File: src/rtl/tug_field.sv
// Tug-of-war field controller: ball position, edge scoring, per-player score,
// the between-round all-lit hold and match-over latch, all with registered outputs.
module tug_field #(
    parameter int NUM_LIGHTS  = 9,
    parameter int WIN_SCORE   = 7,
    parameter int HOLD_CYCLES = 4,
    localparam int SCORE_W    = $clog2(WIN_SCORE + 1),
    localparam int POS_W      = $clog2(NUM_LIGHTS)
) (
    input  logic                  clk,
    input  logic                  reset_n,
    input  logic                  l_press,
    input  logic                  r_press,
    output logic [NUM_LIGHTS-1:0] lights,
    output logic [SCORE_W-1:0]    l_score,
    output logic [SCORE_W-1:0]    r_score,
    output logic                  point_l,
    output logic                  point_r,
    output logic                  match_over,
    output logic                  winner_l
);

    localparam int HOLD_W = $clog2(HOLD_CYCLES + 1);
    localparam logic [POS_W-1:0]   POS_MAX   = POS_W'(NUM_LIGHTS - 1);
    localparam logic [POS_W-1:0]   POS_CTR   = POS_W'((NUM_LIGHTS - 1) / 2);
    localparam logic [SCORE_W-1:0] WIN       = SCORE_W'(WIN_SCORE);
    localparam logic [HOLD_W-1:0]  HOLD_LOAD = HOLD_W'(HOLD_CYCLES);
    localparam logic [NUM_LIGHTS-1:0] ONE    = NUM_LIGHTS'(1);

    typedef enum logic [1:0] {
        PLAY       = 2'd0,
        HOLD       = 2'd1,
        MATCH_OVER = 2'd2
    } state_t;

    state_t              state, state_n;
    logic [POS_W-1:0]    pos, pos_n;
    logic [HOLD_W-1:0]   cnt, cnt_n;
    logic [SCORE_W-1:0]  l_score_n, r_score_n;
    logic [NUM_LIGHTS-1:0] lights_n;
    logic                point_l_n, point_r_n, match_over_n, winner_l_n;
    logic                mv_l, mv_r;

    // Simultaneous presses cancel out: a tie neither moves nor scores.
    assign mv_l = l_press & ~r_press;
    assign mv_r = r_press & ~l_press;

    always_comb begin
        state_n   = state;
        pos_n     = pos;
        cnt_n     = cnt;
        l_score_n = l_score;
        r_score_n = r_score;
        point_l_n = 1'b0;
        point_r_n = 1'b0;
        case (state)
            PLAY: begin
                if (mv_l) begin
                    if (pos == POS_MAX) begin
                        l_score_n = l_score + SCORE_W'(1);
                        point_l_n = 1'b1;
                        if (l_score_n == WIN) begin
                            state_n = MATCH_OVER;
                        end else begin
                            state_n = HOLD;
                            cnt_n   = HOLD_LOAD;
                        end
                    end else begin
                        pos_n = pos + POS_W'(1);
                    end
                end else if (mv_r) begin
                    if (pos == '0) begin
                        r_score_n = r_score + SCORE_W'(1);
                        point_r_n = 1'b1;
                        if (r_score_n == WIN) begin
                            state_n = MATCH_OVER;
                        end else begin
                            state_n = HOLD;
                            cnt_n   = HOLD_LOAD;
                        end
                    end else begin
                        pos_n = pos - POS_W'(1);
                    end
                end
            end
            HOLD: begin
                // The final decrement re-centres the ball so the centre light
                // appears right after the last all-lit cycle.
                if (cnt <= HOLD_W'(1)) begin
                    cnt_n   = '0;
                    pos_n   = POS_CTR;
                    state_n = PLAY;
                end else begin
                    cnt_n = cnt - HOLD_W'(1);
                end
            end
            MATCH_OVER: begin
                state_n = MATCH_OVER;
            end
            default: begin
                state_n = PLAY;
                pos_n   = POS_CTR;
                cnt_n   = '0;
            end
        endcase
        lights_n     = (state_n == PLAY) ? (ONE << pos_n) : '1;
        match_over_n = (state_n == MATCH_OVER);
        winner_l_n   = match_over_n && (l_score_n == WIN);
    end

    always_ff @(posedge clk or negedge reset_n) begin
        if (!reset_n) begin
            state      <= PLAY;
            pos        <= POS_CTR;
            cnt        <= '0;
            l_score    <= '0;
            r_score    <= '0;
            lights     <= ONE << POS_CTR;
            point_l    <= 1'b0;
            point_r    <= 1'b0;
            match_over <= 1'b0;
            winner_l   <= 1'b0;
        end else begin
            state      <= state_n;
            pos        <= pos_n;
            cnt        <= cnt_n;
            l_score    <= l_score_n;
            r_score    <= r_score_n;
            lights     <= lights_n;
            point_l    <= point_l_n;
            point_r    <= point_r_n;
            match_over <= match_over_n;
            winner_l   <= winner_l_n;
        end
    end

endmodule
File: config.mk
export PLATFORM = sky130hd
export DESIGN_NAME = tug_field
export DESIGN_NICKNAME = d
export VERILOG_FILES = /design/src/rtl/tug_field.sv
export SDC_FILE = /design/constraint.sdc
export NUM_CORES = 1
export LEC_CHECK = 0
export ABC_AREA = 1
export CAP_MARGIN = 10
export CORE_MARGIN = 4
export CORE_UTILIZATION = 49
export DETAILED_ROUTE_END_ITERATION = 7
export PLACE_DENSITY = 0.82
export SLEW_MARGIN = 20
export SYNTH_ARGS = -nofsm -noshare
export SYNTH_HDL_FRONTEND = slang
export SYNTH_SLANG_ARGS = --single-unit
File: constraint.sdc
create_clock -name clk -period 1.7 [get_ports clk]
set_input_delay 0.34 -clock clk [delete_from_list [all_inputs] [get_ports clk]]
set_output_delay 0.34 -clock clk [all_outputs]
set_load 0.05 [all_outputs]
==> summary.md <==
| Metric | Value |
|---|---|
| Status | `finished, violations left` |
| Failing checks | `negative setup slack` |
| Crit-path max FO | `5` |
| Router iterations before antenna repair | `4` |
| Worst r2r src | `cnt[1]` |
| Mapped Cells | `196` |
| Grt total ovfl | `0` |
| Fill count | `between 200 and 250` |
| Routed WL | `4.48 mm` |
| DRT iter0 DRCs | `116` |
| Fin. max-slew vios | `0` |
| Ant diodes | `0` |
| Worst r2r dst | `lights[0]` |
| Hold_ws | `roughly 0.32 ns` |
| H-tree depth | `1` |
| Most frequent cells in the layout | `56 x buf_4, 41 x nand2_1, 21 x dfrtp_1` |
| Clock period minus final worst setup slack | `about 1.7 ns` |
| Rel. slew slack | `76.7%` |
| Die X-Extent | `around 66 microns` |
| CP required | `about 2 ns` |
| Syn_area_per_cell | `8.50 sq um` |
| Global-route wire length before repair | `6.19 mm` |
| Slew @ Worst Pin | `approximately 0.35 ns` |
| Largest net degree at the start of global routing | `29` |
| Worst Setup End Kind | `register` |
| Via/cell ratio | `roughly 5.3` |
| Starting density of the core | `~53%` |
| Clock tree sinks | `28` |
| Warnings from Yosys | `0` |
| Number of nets in the layout | `between 200 and 300` |
| Final Wtd Congestion | `0.886` |
| Maximum buffer depth of the clock tree | `2` |
| R2R depth | `12` |
| Top cell type's share of synthesized area | `approximately two fifths` |
| Port Buf Inserts | `22` |
| Max_cap viols | `0` |
| Syn_nets | `211` |
| Hpwl dp | `roughly 2.7 mm` |
| Max VDD drop | `about 1.4 mV` |
| Die ar. | `approximately 4400 sq um` |
| Clock root buffer master | `clkbuf_4` |
| R2r setup slk | `-0.01 ns` |
| DRC viols | `0` |
| Fin crit share | `101%` |
| Total GRT Usage | `18.3%` |
| Post-DP Area | `2040 sq um` |
| CTS tree | `built` |
| Fin Clk Skew | `roughly 0.010 ns` |
| Register bit total from synthesis | `28` |
| Kind of critical path | `register to register` |
| Unrepaired setup endpoints after global routing | `yes` |
| Final count of hold timing violations | `0` |
| Clock transition at path regs | `0.16 ns` |
| Share of cells above drive strength 1 | `between 50% and 60%` |
| # IOs | `23` |
| Leakage Power | `1.21 nW` |
| Hold crit path type | `input port to asynchronous set/reset pin` |
| Avg WL per Cell | `between 10 and 15 microns` |
| Design Area, Final | `between 2000 and 2500 sq um` |
| Setup crit start kind | `register` |
| Antenna viol nets, final | `0` |
| Unique cell type count in the Yosys netlist | `28` |
| TritonCTS buffer count | `3` |
| Top cells by area, synth | `dfrtp_1 39%, nand2_1 10%, ha_1 8.3%` |
| Clk Latency, worst-skew pair | `0.36 ns` |
| Most common cell after layout, fill and taps aside | `buf_4` |
| Worst setup margin | `-0.0129 ns` |
| Site row count | `20` |
| Vias in the first global route | `approximately 1400` |
| Mapped Area | `1670 sq um` |
| Initial antenna violation count | `0` |
| Cell accounting for the most synthesized area | `dfrtp_1` |
| Area Growth Syn to Fin | `46.1%` |
| Core ar. | `3150 sq um` |
| Chip height | `66.3 microns` |
| Fmax | `just under 600 MHz` |
| Critical Path AT | `roughly 2.0 ns` |
| Worst Setup EP | `lights[0]` |
| Sequential share of the synthesized area | `42.2%` |
| Hold-fix buffers, CTS | `0` |
| Final setup violation count | `1` |
| Worst setup path start | `cnt[1]` |
| Via count | `between 1500 and 2000` |
| P per Cell Area | `2130 nW/um^2` |
==> area by class of cell <==
class	count	area (sq um)	share of cell area [%]
Clock inverter	1	30.0	1.23
Multi-Input combinational cell	137	1020	41.8
Tap cell	44	55.1	2.26
Clock buffer	3	22.5	0.925
Sequential cell	28	709	29.2
Inverter	30	116	4.78
Timing Repair Buffer	61	483	19.8
==> worst max-delay path: stages, from the launching register on <==
cell and delay (ns):
dfrtp_1 0.42, inv_2 0.06, ha_2 0.16, o21bai_1 0.11
nand2_1 0.12, buf_6 0.15, nand3_2 0.05, o21ai_2 0.06
inv_2 0.08, nand2_4 0.09, nor2_4 0.16, nand3_2 0.10
nand2_1 0.08
==> cells by family after synthesis <==
group	after synthesis	share of synthesized area (%)
adders and majority gates	11	8.26
buffers and inverters	32	7.96
xor gates and xnor gates	6	3.16
AOI/OAI and AO/OA	17	5.79
DFF	28	42.2
and+or+nand+nor	102	32.6
==> metrics by stage <==
| stage | TNS (ns) | std cells | setup WS, ns | power (W) | utilization (%) |
|---|---|---|---|---|---|
| 2_1_floorplan | 0 | 196 | 0.0349 | 0.00308 | - |
| 3_3_place_gp | -6.09 | 280 | -0.360 | 0.00387 | 64.8 |
| 3_5_place_dp | -7.55 | 280 | -0.440 | 0.00394 | 64.8 |
| 4_1_cts | 0 | 287 | 0.00897 | 0.00448 | 68.1 |
| 5_1_grt | -0.460 | 304 | -0.0824 | 0.00552 | 77.2 |
| 6_report | -0.0129 | 304 | -0.0129 | 0.00519 | 77.2 |
==> per-layer routing <==
metal | part of all wire (%) | track usage [%] | up-vias
met4 | 3.1 | 6.09 | 0
li1 | - | - | 751
met1 | 39 | 21.9 | 755
met3 | 5.9 | 4.42 | 22
met5 | 0 | 0 | -
met2 | 52 | 31.7 | 77
==> synth_stat cells <==
cell      number
buf_6          1
nand2_8        1
nor3_1         1
nor2_1        10
xnor2_1        3
o22ai_1        1
inv_2          9
ha_1          11
nor2_4         5
nand2_4        3
nand3b_1       1
nand3_1       21
dfstp_2        2
a21oi_1        3
nand2_1       45
o21bai_1       1
buf_4          1
o21ai_0       10
nor2_2         5
clkinv_2       1
nand2_2        3
nand4_1        3
xor2_1         3
inv_1         20
nand3_2        2
dfrtp_1       26
o21ai_2        2
nor3_2         2
==> worst min path at each step <==
stage / from / endpoint / slack, ns / cells past startpoint
2_1_floorplan: reset_n / cnt[0] / 0.04 / 0
3_3_place_gp: r_score[1] / r_score[1] / 0.51 / 2
3_5_place_dp: r_score[1] / r_score[1] / 0.55 / 2
4_1_cts: reset_n / r_score[2] / 0.35 / 2
5_1_grt: reset_n / point_l / 0.35 / 2
6_report: reset_n / r_score[2] / 0.32 / 2
==> registers in the layout (all words and copies together), names as in the netlist <==
register and flops:
point_l 1, point_r 1, winner_l 1, r_score 3, pos 4, l_score 3, lights 9, state 2
cnt 3, match_over 1
==> where the power goes <==
group	leakage, nW	switching [W]	internal (W)
clock network	0.0279	0.000219	0.000239
registers	0.345	0.000220	0.000962
logic	0.840	0.00215	0.00140
==> what timing repair did <==
action | CTS | global route
buffers inserted | 2 | 17
endpoints found under the setup margin | 10 | 14
resized for setup | 9 | 42
gates cloned | 1 | 0
pin swaps | 3 | 20
(Power assumes the default switching activity.)
